File: config.mk
export PLATFORM = sky130hd
export DESIGN_NAME = rand_range_sampler
export DESIGN_NICKNAME = d
export VERILOG_FILES = /design/src/rtl/rand_range_sampler.sv
export SDC_FILE = /design/constraint.sdc
export NUM_CORES = 1
export LEC_CHECK = 0
export CORE_MARGIN = 5
export CORE_UTILIZATION = 53
export CTS_BUF_LIST = sky130_fd_sc_hd__clkbuf_16
export CTS_CLUSTER_DIAMETER = 80
export DETAILED_ROUTE_END_ITERATION = 6
export GPL_ROUTABILITY_DRIVEN = 0
export GPL_TIMING_DRIVEN = 0
export HOLD_SLACK_MARGIN = 0.15
export PLACE_DENSITY_LB_ADDON = 0.3
export SLEW_MARGIN = 20
export SYNTH_ARGS = -nofsm -noshare
export SYNTH_HDL_FRONTEND = slang
export SYNTH_SLANG_ARGS = --single-unit
File: constraint.sdc
create_clock -name clk -period 3 [get_ports clk]
set_input_delay 0.6 -clock clk [delete_from_list [all_inputs] [get_ports clk]]
set_output_delay 0.6 -clock clk [all_outputs]
set_load 0.05 [all_outputs]
File: src/rtl/rand_range_sampler.sv
// rand_range_sampler
// Draws unbiased integers in [0, range) from a free-running PRNG stream using
// mask-and-reject sampling. Each request is served over a valid/ready
// handshake. After MAX_TRIES rejected draws the last candidate is folded back
// into range, and the result is flagged as a fallback.
module rand_range_sampler #(
    parameter int WIDTH     = 16,
    parameter int OUT_W     = 8,
    parameter int MAX_TRIES = 16
) (
    input  logic             clk,
    input  logic             rst,
    output logic             prng_enable,
    input  logic [WIDTH-1:0] prng_num,
    input  logic             req_valid,
    output logic             req_ready,
    input  logic [OUT_W:0]   req_range,
    output logic             out_valid,
    input  logic             out_ready,
    output logic [OUT_W-1:0] out_value,
    output logic             out_fallback,
    output logic             out_err,
    output logic [15:0]      stat_rejects,
    output logic [15:0]      stat_fallbacks
);

    typedef enum logic [1:0] {IDLE, DRAW, HOLD} state_t;

    localparam int TRY_W = (MAX_TRIES > 1) ? $clog2(MAX_TRIES) : 1;
    localparam logic [TRY_W-1:0] LAST_TRY = TRY_W'(MAX_TRIES - 1);
    localparam logic [OUT_W:0]   RANGE_ONE = 1;

    state_t           state_q;
    logic [OUT_W:0]   range_q;
    logic [OUT_W-1:0] mask_q;
    logic [TRY_W-1:0] tries_q;
    logic [OUT_W-1:0] out_value_q;
    logic             out_fallback_q;
    logic             out_err_q;
    logic [15:0]      stat_rejects_q;
    logic [15:0]      stat_fallbacks_q;

    logic [OUT_W-1:0] range_m1_d;
    logic [OUT_W-1:0] mask_d;
    logic [OUT_W-1:0] cand_d;
    logic [OUT_W-1:0] excess_d;
    logic             accept_d;

    // For ranges 1..2^OUT_W, range-1 always fits in OUT_W bits.
    assign range_m1_d = OUT_W'(req_range - RANGE_ONE);

    // The mask is range-1 with every bit below its leading one set,
    // i.e. (smallest power of two >= range) - 1.
    generate
        for (genvar gi = 0; gi < OUT_W; gi++) begin : g_mask
            assign mask_d[gi] = |range_m1_d[OUT_W-1:gi];
        end
    endgenerate

    // Only the low OUT_W bits of the PRNG word are used.
    generate
        if (WIDTH > OUT_W) begin : g_unused_prng
            logic unused_prng_bits;
            assign unused_prng_bits = ^prng_num[WIDTH-1:OUT_W];
        end
    endgenerate

    assign cand_d   = prng_num[OUT_W-1:0] & mask_q;
    assign accept_d = ({1'b0, cand_d} < range_q);
    // When a candidate is rejected it lies in [range, mask], and mask < 2*range.
    // Subtracting the range therefore always lands inside [0, range).
    assign excess_d = cand_d - range_q[OUT_W-1:0];

    function automatic logic [15:0] sat_inc(input logic [15:0] v);
        return (v == 16'hFFFF) ? v : v + 16'd1;
    endfunction

    // Request/draw/hold sequencer with its statistics counters.
    always_ff @(posedge clk) begin
        if (rst) begin
            state_q          <= IDLE;
            range_q          <= '0;
            mask_q           <= '0;
            tries_q          <= '0;
            out_value_q      <= '0;
            out_fallback_q   <= 1'b0;
            out_err_q        <= 1'b0;
            stat_rejects_q   <= '0;
            stat_fallbacks_q <= '0;
        end else begin
            case (state_q)
                IDLE: begin
                    if (req_valid) begin
                        if (req_range != '0) begin
                            range_q <= req_range;
                            mask_q  <= mask_d;
                            tries_q <= '0;
                            state_q <= DRAW;
                        end else begin
                            out_value_q    <= '0;
                            out_err_q      <= 1'b1;
                            out_fallback_q <= 1'b0;
                            state_q        <= HOLD;
                        end
                    end
                end
                DRAW: begin
                    if (accept_d) begin
                        out_value_q    <= cand_d;
                        out_fallback_q <= 1'b0;
                        out_err_q      <= 1'b0;
                        state_q        <= HOLD;
                    end else if (tries_q != LAST_TRY) begin
                        tries_q        <= tries_q + 1'b1;
                        stat_rejects_q <= sat_inc(stat_rejects_q);
                    end else begin
                        out_value_q      <= excess_d;
                        out_fallback_q   <= 1'b1;
                        out_err_q        <= 1'b0;
                        stat_rejects_q   <= sat_inc(stat_rejects_q);
                        stat_fallbacks_q <= sat_inc(stat_fallbacks_q);
                        state_q          <= HOLD;
                    end
                end
                HOLD: begin
                    if (out_ready) begin
                        out_err_q      <= 1'b0;
                        out_fallback_q <= 1'b0;
                        state_q        <= IDLE;
                    end
                end
                default: state_q <= IDLE;
            endcase
        end
    end

    assign prng_enable    = (state_q == DRAW);
    assign req_ready      = (state_q == IDLE);
    assign out_valid      = (state_q == HOLD);
    assign out_value      = out_value_q;
    assign out_fallback   = out_fallback_q;
    assign out_err        = out_err_q;
    assign stat_rejects   = stat_rejects_q;
    assign stat_fallbacks = stat_fallbacks_q;

endmodule

==> key figures <==
Clock tree
  – CTS tree: yes
  – Cts hold-fix bufs: 0
  – Clk_lat worst skew: 0.33 ns
  – Reg clk slew, reported paths: 0.05 ns
  – H-tree Lvls: 3
  – Clock buffer count from CTS: 9
  – Clock tree sinks: 65
  – Clock root buffer: clkbuf_16
  – CTS Buffer Depth: 2

Global route
  – Gr ovfl total: 0
  – Total track usage: 25.74%
  – Global-route wire length before repair: 18870 µm
  – Largest net degree at the start of global routing: 11
  – Vias in the first global route: 3975
  – Antenna violations before repair: 0

Layout
  – Most frequent cells in the layout: 65 x dfxtp_1, 60 x clkdlybuf4s50_1, 44 x a21oi_1, 38 x nand2_1, 29 x inv_1
  – Final Instance Area: 5031 µm²
  – Diode count: 0
  – Fin nets: 611
  – Fin cells: 668
  – Commonest non-fill, non-tap cell in the layout: dfxtp_1
  – Final core utilization: 69.36%
  – Share of cells above drive strength 1: 7.909%
  – Layout area overhead: 26.85%

Setup path
  – Worst Reg2Reg Path Length in Cells: 10
  – CP required: 3.24 ns
  – Crit Path Class: input port to flop
  – Crit Path Max Fanout: 10
  – Worst Setup End Kind: flop
  – R2R Path End: out_value[1]$_SDFFE_PP0P_
  – CP arrival: 3.12 ns
  – R2R Setup Slk: 0.52 ns
  – Worst r2r src: mask_q[6]$_SDFFE_PP0P_
  – CP Launch Type: input port
  – Crit path launch: prng_num[6]

Route
  – ANT nets after route: 0
  – DRC: 0
  – First-pass detailed-route iteration total: 5
  – Routed WL per cell: 17.29 µm
  – Routed WL: 11550 µm
  – Drt initial violations: 225
  – Total number of vias: 4192
  – Vias per std cell: 6.275

Place
  – DP Cell Count: 652
  – Placed cell area: 4691 µm²
  – PortBufs: 60
  – HPWL Detailed: 8224 µm

STA
  – Hold Worst Slack: 0.4492 ns
  – Min cycle time layout: 2.872 ns
  – Worst rel slew slack: 52.80%
  – RSZ-0062 raised after global routing: no
  – Fmax: 0.3482 GHz
  – Final setup fails: 0
  – Measured slew at the worst slew-check pin: 0.7081 ns
  – Pins Over Slew Limit: 0
  – Clock skew: 0.005165 ns
  – Final Hold Viols: 0
  – Post-route clock period utilization: 95.73%

Power and ir drop
  – Maximum VDD drop: 0.0004178 V
  – P_leak: 1.705 nW
  – Total power: 3.783 mW
  – PwrDens: 752.0 nW/µm²

Min path
  – Worst Hold End: mask_q[6]$_SDFFE_PP0P_
  – Min-delay worst type: flop to flop
  – Hold Path Origin: mask_q[6]$_SDFFE_PP0P_
  – Hold depth: 2

Yosys
  – Ys flop type: dfxtp_1
  – Synth async-reset ratio: 0%
  – Synth warnings: 0
  – Sequential fraction of the synthesis area: 32.81%
  – Post-synth EDFFs: 0
  – Synthesized flop and latch total: 65
  – Post-Syn Area: 3966 µm²
  – Mapped Cells: 493
  – Post-Syn Nets: 540
  – Syn Area/Cell: 8.045 µm²
  – Yosys cell types: 57

Die
  – DIE HEIGHT: 96.51 µm
  – Initial Util: 54.68%
  – Die area: 9313 µm²
  – Die width: 96.51 µm
  – Row count: 31
  – IO Pins: 74
  – Core area: 7253 µm²

Outcome
  – Status: finished clean

Flow run
  – Max_cap viols: 0
==> through the flow <==
step                      TNS [ns]  setup slack [ns]
final                            0            0.1280
after global routing             0         0.0002212
after CTS                        0          0.009517
after detailed placement    -13.94           -0.3672
after global placement      -11.79           -0.3604
after floorplan                  0            0.4618
==> area by class of cell <==
| cell class | count | area (µm²) |
|---|---|---|
| clock buffers | 9 | 225.2 |
| multi-input cells | 369 | 2472 |
| well taps | 99 | 123.9 |
| clock inverters | 7 | 55.05 |
| fillers | 592 | 2222 |
| repair buffers | 62 | 615.6 |
| flip-flops and latches | 65 | 1301 |
| plain buffers | 31 | 140.1 |
| inverters | 26 | 97.59 |
==> per-layer routing <==
metal  vias up  routed length [µm]  GRT usage [%]  share of wire, %
met4         0                 312          12.73               2.7
met1      1971                4620          30.51                40
met2       199                5760          44.60                50
met5         -                   0              0                 0
li1       1989                   -              -                 -
met3        33                 853          4.570               7.4
==> critical path: stages <==
cell,delay (ns)
clkdlybuf4s50_1,0.44
and2_1,0.17
ha_1,0.24
buf_2,0.17
a211oi_2,0.26
o32ai_2,0.13
a21oi_2,0.25
clkbuf_4,0.26
clkbuf_4,0.23
nand3_1,0.13
a32oi_1,0.25
==> sequential cells by signal, summed over array words and instances (netlist names) <==
register,count
stat_rejects,16
stat_fallbacks,16
mask_q,8
state_q,2
range_q,9
out_err,1
out_value,8
tries_q,4
out_fallback,1
==> synthesized netlist by cell type, types with 13 or more instances <==
| cell type | n | area [µm²] |
|---|---|---|
| nand4_1 | 19 | 118.9 |
| dfxtp_1 | 65 | 1301 |
| ha_1 | 17 | 212.7 |
| nand2_1 | 38 | 142.6 |
| or4_1 | 23 | 172.7 |
| o21ai_0 | 13 | 65.06 |
| inv_1 | 26 | 97.59 |
| o31ai_1 | 20 | 150.1 |
| a21oi_1 | 44 | 220.2 |
| nand2b_1 | 14 | 87.58 |
| nor2_1 | 28 | 105.1 |
| clkbuf_1 | 25 | 93.84 |
| nand3_1 | 19 | 95.09 |
==> report_power, final <==
part           leakage (nW)  switching, mW  internal [mW]
clock                 0.150          0.366          0.627
sequential            0.528         0.0720          0.970
combinational          1.03           1.18          0.564
total                  1.70           1.62           2.16
==> cell families after synthesis <==
| kind of cell | synth area share [%] |
|---|---|
| muxes | 2.713 |
| buffers and inverters | 5.962 |
| and+or+nand+nor | 30.19 |
| xor gates and xnor gates | 1.325 |
| AOI/OAI and AO/OA | 21.14 |
| DFF | 32.81 |
| adders and majority gates | 5.867 |
==> how the worst max path moves through the flow <==
stage               slack (ns)  cells after the start                              end
floorplan                 0.46                      9  stat_fallbacks[15]$_SDFFE_PP0P_
global placement         -0.36                     11        out_value[6]$_SDFFE_PP0P_
detailed placement       -0.37                     11        out_value[6]$_SDFFE_PP0P_
CTS                       0.01                     11        out_value[1]$_SDFFE_PP0P_
global route            0.0002                     10          state_q[1]$_SDFFE_PP0P_
finish                    0.13                     11        out_value[1]$_SDFFE_PP0P_
==> repair_timing <==
| action | 4_1_cts | 5_1_grt |
|---|---|---|
| gates resized for setup | 4 | 10 |
| endpoints found under the setup margin | 22 | 53 |
| pin swaps | 0 | 4 |
| setup buffers | 0 | 2 |
Power figures use the tool's default switching activity.
